--- config.mk ---
export PLATFORM = sky130hd
export DESIGN_NAME = unibus_slave_handshake
export DESIGN_NICKNAME = d
export VERILOG_FILES = /design/src/rtl/unibus_pkg.sv /design/src/rtl/unibus_slave_handshake_sync_rise_det.sv /design/src/rtl/unibus_slave_handshake.sv
export SDC_FILE = /design/constraint.sdc
export NUM_CORES = 1
export LEC_CHECK = 0
export BUFFER_PORTS_ARGS = -buffer_cell sky130_fd_sc_hd__buf_2
export CORE_AREA = 2 2 103 55
export DETAILED_ROUTE_END_ITERATION = 10
export DIE_AREA = 0 0 105 57
export PLACE_DENSITY_LB_ADDON = 0.05
export SKIP_LAST_GASP = 1
export SLEW_MARGIN = 20
export SYNTH_ARGS = -nofsm -noshare
export SYNTH_HDL_FRONTEND = slang
export SYNTH_HIERARCHICAL = 1
export SYNTH_SLANG_ARGS = --single-unit
--- constraint.sdc ---
create_clock -name clk -period 2.3 [get_ports clk]
set_input_delay 0.23 -clock clk [delete_from_list [all_inputs] [get_ports clk]]
set_output_delay 0.23 -clock clk [all_outputs]
set_load 0.01 [all_outputs]
--- src/rtl/unibus_pkg.sv ---
// Purpose: shared types and constants for the Unibus slave handshake block.
// Latency: n/a (declarations only).
// Backpressure: n/a.
package unibus_pkg;

  localparam int DESKEW_TICKS  = 5;   // 100 ns at 50 MHz
  localparam int HOLD_TICKS    = 3;   // 60 ns at 50 MHz
  localparam int UNIBUS_ADDR_W = 18;
  localparam int UNIBUS_DATA_W = 16;

  typedef enum logic [2:0] {
    ST_IDLE,
    ST_DESKEW,
    ST_REQ,
    ST_SSYN,
    ST_HOLD
  } state_e;

endpackage

--- src/rtl/unibus_slave_handshake_sync_rise_det.sv ---
// Purpose: rising-edge detector on a level signal, gated until two clean cycles after reset.
// Latency: rise_o is combinational from sig_i against the registered previous sample.
// Backpressure: none; a level already high when reset releases never produces a rise.
//
// Ports:
//   clk, reset : clock and synchronous active-high reset
//   sig_i      : level input to watch
//   rise_o     : high for the cycle where sig_i is high and was low the cycle before (once armed)
module sync_rise_det (
  input  logic clk,
  input  logic reset,
  input  logic sig_i,
  output logic rise_o
);

  logic       sig_q;
  logic [1:0] arm_cnt_q;
  logic [1:0] arm_cnt_d;
  logic       armed;

  // arm_cnt saturates at 2; by then sig_q holds a genuine post-reset sample.
  assign armed     = arm_cnt_q[1];
  assign arm_cnt_d = armed ? arm_cnt_q : arm_cnt_q + 2'd1;
  assign rise_o    = sig_i & ~sig_q & armed;

  always_ff @(posedge clk) begin
    if (reset) begin
      sig_q     <= 1'b0;
      arm_cnt_q <= 2'd0;
    end else begin
      sig_q     <= sig_i;
      arm_cnt_q <= arm_cnt_d;
    end
  end

endmodule

--- src/rtl/unibus_slave_handshake.sv ---
// Purpose: Unibus slave MSYN/SSYN responder; deskews, latches the bus cycle, hands one request to the device, returns SSYN.
// Latency: MSYN rise to dev_req DESKEW+1 cycles; dev_ack to SSYN 1 cycle; MSYN fall to driver release HOLD+1 cycles.
// Backpressure: dev_req is held until dev_ack; SSYN is held until the master drops MSYN.
//
// Ports:
//   bus_msyn/bus_addr/bus_c1/bus_c0/bus_din/addr_match : master side inputs
//   bus_ssyn/bus_dout/bus_dout_en                       : slave response to the bus
//   dev_req/dev_addr/dev_wr/dev_byte/dev_wdata          : request to the local register file
//   dev_ack/dev_rdata                                   : device completion and read data
module unibus_slave_handshake
  import unibus_pkg::*;
#(
  parameter int ADDR_W = UNIBUS_ADDR_W,
  parameter int DESKEW = DESKEW_TICKS,
  parameter int HOLD   = HOLD_TICKS
) (
  input  logic                     clk,
  input  logic                     reset,
  input  logic                     bus_msyn,
  input  logic [ADDR_W-1:0]        bus_addr,
  input  logic                     bus_c1,
  input  logic                     bus_c0,
  input  logic [UNIBUS_DATA_W-1:0] bus_din,
  input  logic                     addr_match,
  output logic                     bus_ssyn,
  output logic [UNIBUS_DATA_W-1:0] bus_dout,
  output logic                     bus_dout_en,
  output logic                     dev_req,
  output logic [ADDR_W-1:0]        dev_addr,
  output logic                     dev_wr,
  output logic                     dev_byte,
  output logic [UNIBUS_DATA_W-1:0] dev_wdata,
  input  logic                     dev_ack,
  input  logic [UNIBUS_DATA_W-1:0] dev_rdata
);

  localparam int CNT_MAX = (DESKEW > HOLD) ? DESKEW : HOLD;
  localparam int CNT_W   = $clog2(CNT_MAX + 1);

  state_e                     state_q, state_d;
  logic [CNT_W-1:0]           cnt_q, cnt_d;
  logic                       ssyn_q, ssyn_d;
  logic [UNIBUS_DATA_W-1:0]   dout_q, dout_d;
  logic                       dout_en_q, dout_en_d;
  logic                       req_q, req_d;
  logic [ADDR_W-1:0]          addr_q, addr_d;
  logic                       wr_q, wr_d;
  logic                       byte_q, byte_d;
  logic [UNIBUS_DATA_W-1:0]   wdata_q, wdata_d;
  logic                       start;

  sync_rise_det u_msyn_rise (
    .clk    (clk),
    .reset  (reset),
    .sig_i  (bus_msyn),
    .rise_o (start)
  );

  always_comb begin
    state_d   = state_q;
    cnt_d     = cnt_q;
    ssyn_d    = ssyn_q;
    dout_d    = dout_q;
    dout_en_d = dout_en_q;
    req_d     = req_q;
    addr_d    = addr_q;
    wr_d      = wr_q;
    byte_d    = byte_q;
    wdata_d   = wdata_q;

    unique case (state_q)
      ST_IDLE: begin
        if (start) begin
          state_d = ST_DESKEW;
          cnt_d   = CNT_W'(1);
        end
      end

      ST_DESKEW: begin
        if (!bus_msyn) begin
          // Master withdrew before the lines settled: drop it silently.
          state_d = ST_IDLE;
          cnt_d   = '0;
        end else if (cnt_q == CNT_W'(DESKEW)) begin
          // Lines have been stable for the full deskew window; capture them
          // even when the decode misses so dev_* reflects the last bus cycle.
          addr_d  = bus_addr;
          wr_d    = bus_c1;
          byte_d  = bus_c0;
          wdata_d = bus_din;
          cnt_d   = '0;
          if (addr_match) begin
            state_d = ST_REQ;
            req_d   = 1'b1;
          end else begin
            state_d = ST_IDLE;
          end
        end else begin
          cnt_d = cnt_q + CNT_W'(1);
        end
      end

      ST_REQ: begin
        // The device transaction always runs to completion, whatever MSYN does.
        if (dev_ack) begin
          req_d = 1'b0;
          if (!wr_q) begin
            dout_d    = dev_rdata;
            dout_en_d = 1'b1;
          end
          if (bus_msyn) begin
            state_d = ST_SSYN;
            ssyn_d  = 1'b1;
          end else begin
            // Master already gone: no SSYN, just release the data drivers later.
            state_d = ST_HOLD;
            cnt_d   = CNT_W'(1);
          end
        end
      end

      ST_SSYN: begin
        if (!bus_msyn) begin
          state_d = ST_HOLD;
          ssyn_d  = 1'b0;
          cnt_d   = CNT_W'(1);
        end
      end

      ST_HOLD: begin
        // MSYN is ignored here; a new cycle needs a fresh rise seen in IDLE.
        if (cnt_q == CNT_W'(HOLD)) begin
          dout_en_d = 1'b0;
          dout_d    = '0;
          state_d   = ST_IDLE;
          cnt_d     = '0;
        end else begin
          cnt_d = cnt_q + CNT_W'(1);
        end
      end

      default: begin
        state_d = ST_IDLE;
        cnt_d   = '0;
      end
    endcase
  end

  always_ff @(posedge clk) begin
    if (reset) begin
      state_q   <= ST_IDLE;
      cnt_q     <= '0;
      ssyn_q    <= 1'b0;
      dout_q    <= '0;
      dout_en_q <= 1'b0;
      req_q     <= 1'b0;
      addr_q    <= '0;
      wr_q      <= 1'b0;
      byte_q    <= 1'b0;
      wdata_q   <= '0;
    end else begin
      state_q   <= state_d;
      cnt_q     <= cnt_d;
      ssyn_q    <= ssyn_d;
      dout_q    <= dout_d;
      dout_en_q <= dout_en_d;
      req_q     <= req_d;
      addr_q    <= addr_d;
      wr_q      <= wr_d;
      byte_q    <= byte_d;
      wdata_q   <= wdata_d;
    end
  end

  assign bus_ssyn    = ssyn_q;
  assign bus_dout    = dout_q;
  assign bus_dout_en = dout_en_q;
  assign dev_req     = req_q;
  assign dev_addr    = addr_q;
  assign dev_wr      = wr_q;
  assign dev_byte    = byte_q;
  assign dev_wdata   = wdata_q;

endmodule
==> impl_metrics.yaml, run 1 <==
run_status:
  outcome: "finished clean"
timing:
  hold_slack_ps: 120
  worst-slew-pin-transition_ps: 864
  fin_crit_sh: 0.830
  timing.final.hold_violations: 0
  fin_worst_skew_ps: 7.99
  setup-violations-final: 0
  fmax_ghz: 0.524
  relSlewSlack: 0.420
  maxSlewViolCount: 0
  rsz0062_at_grt: "false"
  finalSetupTns_ps: 0
  fin_crit_ps: 1910
power_and_ir_drop:
  p_leak_nw: 1.46
  p_per_area_nw_per_um2: 703
  irDropWorstVdd_v: 0.000379
floorplan:
  core_um2: 5180
  die-height_um: 57
  io_pins: 112
  start_util: 0.482
  die_w_um: 105
  die-area_um2: 5990
  rows: 19
clock_tree:
  htreeDepth: 3
  path_clk_slew_ps: 70
  postCtsResizedCells: 0
  numCtsBuffers: 9
  cts_max_path_buffers: 2
  clock_latency_ps: 320
  cts-hold-fix-buffers: 0
  clkSinkCount: 64
  cts_tree: "built"
  post_cts_buffers: 0
  clock-root-buffer: "clkbuf_8"
final_layout:
  area_delta_synth_final_pct: 29.9
  drive_gt1_frac: 0.356
  nets: 450
  multi_input_area_um2: 1080
  n_antenna_cell: 0
  regArea_um2: 1280
  fillCellCount: 478
  design_area_um2: 3250
worst_setup_path:
  max_stage_delay_ps: 450
  critPathArrivalTime_ps: 2160
  worst_ep_required_time_ps: 2550
  startpoint_type: "register"
  critPathSlowestCell: "dfxtp_1"
  worst-path-buf-inv: 1
  crit_path_max_fanout: 27
  path_delay_family: "simple AND/OR/NAND/NOR gates"
  path_class: "reg -> reg"
  crit_chain: "and4bb_4, and2b_1, buf_4, nand2_1, a21oi_1"
  endpoint_kind: "register"
synthesis:
  yosys.area.top_type: "dfxtp_1"
  syn_avg_cell_area_um2: 8.96
  synth_nets: 340
  synth_seq_area_share: 0.513
  synth-main-ff-cell: "dfxtp_1"
  ys_seq_elements: 64
  synth_common_cells: "73 x nand2_1, 64 x dfxtp_1, 45 x a21oi_1, 17 x a22o_1, 11 x nor2_1"
  ys_types: 43
  netlist_area_um2: 2500
  synth_top_area_frac: 0.513
  netlist_instances: 279
  synth_edf_count: 0
  ys_async_sr_fraction: 0
  ys_top_cells_by_area: "dfxtp_1 51%, nand2_1 11%, a21oi_1 9.0%"
  yosysWarnings: 6
  synth.most_common_cell: "nand2_1"
run:
  cap_violations: 0
placement:
  gp_congestion: 0.848
  dp_hpwl_um: 4360
  port_buffers: 111
  placed_cell_area_um2: 3070
route:
  ant_nets: 0
  wire_per_inst_um: 13.2
  wirelength_um: 6130
  drcViolationCount: 0
  vias: 2287
  first_pass_iters: 4
  viasPerCell: 4.91
  drt_iter0_drc: 134
global_route:
  busiest_layer: "met2"
  grt_pass1_wl_um: 9880
  grt_use_total: 0.210
  grt_antenna_before_repair: 0
  grtUsageMet2: 0.304
  grt_pass1_vias: 2092
  grtUsageMet1: 0.294
  grt_max_degree: 28
  grt_overflow: 0
  grt_util_met3: 0.0869
min_path:
  hold_path_class: "in -> reg"
==> final cells by class <==
cell class                      count  area share
Clock inverter                      3     0.00540
Inverter                            6     0.00694
Clock buffer                       12      0.0478
Sequential cell                    64       0.395
Multi-Input combinational cell    191       0.332
Tap cell                           73      0.0281
Timing Repair Buffer              117       0.185
==> cells in the final DEF, fill, tap and decap left out, types with 2 or more instances in the layout <==
master	count
ha_1	4
nor3_1	2
o21ai_0	4
clkbuf_8	11
a22o_1	17
buf_4	6
clkinv_2	2
nor2b_1	2
or3_1	2
a21oi_1	45
nand2_1	73
dfxtp_1	64
inv_1	6
buf_2	111
nand2b_1	3
nor4_1	2
nor2_1	11
==> through the flow <==
| stage | setup slack [ps] | utilization | cells | power [mW] |
|---|---|---|---|---|
| 2_1_floorplan | 782 | - | 279 | 1.35 |
| 3_3_place_gp | 429 | 0.593 | 451 | 1.46 |
| 3_5_place_dp | 402 | 0.593 | 451 | 1.46 |
| 4_1_cts | 396 | 0.626 | 466 | 2.30 |
| 5_1_grt | 258 | 0.626 | 466 | 2.40 |
| 6_report | 391 | 0.626 | 466 | 2.28 |
==> cells by family (layout without fill, tap and decap cells) <==
logic type,count (synthesis),in the layout,share of synthesized area
and+or+nand+nor,106,106,0.202
AOI/OAI and AO/OA,79,79,0.201
DFF,64,64,0.513
buffers and inverters,24,138,0.0561
adders and majority gates,4,4,0.0200
xor gates and xnor gates,1,1,0.00351
muxes,1,1,0.00401
==> worst paths after layout <==
kind / slack (ps) / cells past startpoint / endpoint / from
worst min-delay path: 120 / 2 / bus_dout[9] / dev_rdata[9]
worst max-delay path: 390 / 5 / dev_wdata[13] / state_q[2]
worst max register to register: 390 / 5 / dev_wdata[13] / state_q[2]
worst min register to register: 450 / 2 / dev_addr[1] / dev_addr[1]
==> registers in the layout, indices dropped and copies added, names as in the netlist <==
name / flops
dev_addr: 18
u_msyn_rise/arm_cnt_q: 2
cnt_q: 3
u_msyn_rise/sig_q: 1
bus_dout_en: 1
dev_wdata: 16
dev_wr: 1
state_q: 3
dev_req: 1
dev_byte: 1
bus_ssyn: 1
bus_dout: 16
==> worst reg2reg max path, cell delays in order (launching register included) <==
cell	delay [ps]
dfxtp_1	450
and4bb_4	410
and2b_1	380
buf_4	360
nand2_1	110
a21oi_1	130
==> layer usage <==
| layer | up-vias | share of wire |
|---|---|---|
| met4 | 0 | 0 |
| li1 | 1176 | - |
| met5 | - | 0 |
| met2 | 81 | 0.41 |
| met1 | 1030 | 0.52 |
| met3 | 0 | 0.070 |
==> report_power, final <==
group | total [mW] | switching, mW | internal (mW) | leakage (nW)
Sequential | 1.17 | 0.0263 | 1.14 | 0.517
Combinational | 0.264 | 0.141 | 0.123 | 0.856
Clock | 0.845 | 0.404 | 0.441 | 0.0882
No activity file was read; power rests on OpenSTA's default activity.
==> run 2: changes to the inputs <==
--- a/config.mk
+++ b/config.mk
@@ -6,9 +6,9 @@
 export NUM_CORES = 1
 export LEC_CHECK = 0
 export BUFFER_PORTS_ARGS = -buffer_cell sky130_fd_sc_hd__buf_2
-export CORE_AREA = 2 2 103 55
+export CORE_AREA = 2 2 108 58
 export DETAILED_ROUTE_END_ITERATION = 10
-export DIE_AREA = 0 0 105 57
+export DIE_AREA = 0 0 110 60
 export PLACE_DENSITY_LB_ADDON = 0.05
 export SKIP_LAST_GASP = 1
 export SLEW_MARGIN = 20
==> constraint.sdc (replaced) <==
create_clock -name clk -period 1.9 [get_ports clk]
set_input_delay 0.19 -clock clk [delete_from_list [all_inputs] [get_ports clk]]
set_output_delay 0.19 -clock clk [all_outputs]
set_load 0.01 [all_outputs]
==> impl_metrics.yaml, run 2 (synthesized netlist as in run 1, its figures left out) <==
run_status:
  outcome: "finished clean"
global_route:
  grt_pass1_wl_um: 9340
  grt_antenna_before_repair: 0
  grt_overflow: 0
  grt_max_degree: 37
  grt_use_total: 0.187
  grt_pass1_vias: 1975
worst_setup_path:
  crit_path_end: "state_q[1]"
  crit_path_max_fanout: 5
  path_delay_family: "compound AO/OA/AOI/OAI gates"
  path_class: "reg -> reg"
  max_stage_delay_ps: 340
  cpMostUsedCell: "ha_1"
  crit_chain: "ha_1, ha_1, nor4b_4, a21oi_1, o31a_1, a2111oi_2"
  cp.depth: 6
  critPathArrivalTime_ps: 1960
  r2r-end: "state_q[1]"
  r2r_cells: 6
  cp-startpoint: "cnt_q[0]"
  startpoint_type: "register"
  worst_ep_required_time_ps: 2100
  regToRegSetupSlack_ps: 140
  critPathSlowestCell: "dfxtp_1"
  worst-path-buf-inv: 0
  endpoint_kind: "register"
  r2r-start: "cnt_q[0]"
power_and_ir_drop:
  p_leak_nw: 1.48
  p_per_area_nw_per_um2: 832
  irDropWorstVdd_v: 0.000538
placement:
  port_buffers: 111
  dp_hpwl_um: 4510
  gp_congestion: 0.859
  place_inst: 458
timing:
  timing.final.hold_violations: 0
  fin_worst_skew_ps: 7.16
  relSlewSlack: 0.463
  rsz0062_at_grt: "false"
  setup-violations-final: 0
  maxSlewViolCount: 0
  finalSetupTns_ps: 0
  fmax_ghz: 0.567
  fin_crit_sh: 0.928
  fin_crit_ps: 1760
  worst-slew-pin-transition_ps: 799
  hold_slack_ps: 76.0
min_path:
  whs_path_depth: 2
  hold_path_class: "in -> reg"
floorplan:
  start_util: 0.436
  die-area_um2: 6600
  core_um2: 5730
  die-height_um: 60
  rows: 20
  die_w_um: 110
  io_pins: 112
final_layout:
  layout_common_cells: "111 x buf_2, 73 x nand2_1, 64 x dfxtp_1"
  nets: 453
  drive_gt1_frac: 0.365
  area_delta_synth_final_pct: 32.0
  largest_register_ff_count: 18
  final_common_cell: "buf_2"
  finalCoreUtilization: 0.576
  stdcell_count: 474
  fillCellCount: 568
  n_antenna_cell: 0
clock_tree:
  post_cts_buffers: 0
  cts_max_path_buffers: 2
  clock_latency_ps: 330
  clock-root-buffer: "clkbuf_8"
  numCtsBuffers: 9
  path_clk_slew_ps: 70
  htreeDepth: 3
  postCtsResizedCells: 0
  clkSinkCount: 64
  cts_tree: "built"
  cts-hold-fix-buffers: 0
route:
  ant_nets: 0
  wire_per_inst_um: 13.1
  first_pass_iters: 4
  drcViolationCount: 0
  drt_iter0_drc: 97
  viasPerCell: 4.84
  wirelength_um: 6230
  vias: 2294
run:
  cap_violations: 0
-- run 2: routing by layer --
metal	routed length, um	GRT usage	up-vias
li1	-	-	1185
met1	3080	0.248	1028
met2	2550	0.283	74
met3	558	0.0785	7
met4	43	0.0488	0
met5	0	0	-
-- run 2: power breakdown --
group	leakage (nW)	internal [mW]	total, mW	switching [mW]
Clock	0.0814	0.470	1.00	0.531
Sequential	0.517	1.39	1.42	0.0387
Combinational	0.881	0.154	0.320	0.166
-- run 2: metrics by stage --
stage / instance area [um2] / power (mW) / worst slack [ps]
after detailed placement: 3110 / 1.77 / 66.4
after floorplan: 2500 / 1.64 / 382
after global placement: 3110 / 1.77 / 88.0
after global routing: 3300 / 2.87 / 27.4
after CTS: 3280 / 2.76 / 48.1
final: 3300 / 2.75 / 138
-- run 2: final cells by class --
class                   count  area (um2)  area share
flip-flops and latches     64        1280       0.388
multi-input cells         191        1090       0.331
repair buffers            120         636       0.193
clock buffers               9         124      0.0375
well taps                  77        96.3      0.0292
clock inverters             7        46.3      0.0140
inverters                   6        22.5     0.00683
-- run 2: worst reg2reg max path, stage by stage (launching register included) --
cell and delay [ps]:
dfxtp_1 340, ha_1 220, ha_1 270, nor4b_4 270, a21oi_1 110, o31a_1 130
a2111oi_2 290
-- run 2: worst min-delay path by stage --
stage / start / slack (ps) / to
floorplan: reset / 260 / u_msyn_rise/sig_q
global placement: dev_rdata[11] / 410 / bus_dout[11]
detailed placement: dev_rdata[6] / 410 / bus_dout[6]
CTS: dev_rdata[11] / 60 / bus_dout[11]
global route: dev_rdata[14] / 60 / bus_dout[14]
finish: dev_rdata[11] / 80 / bus_dout[11]
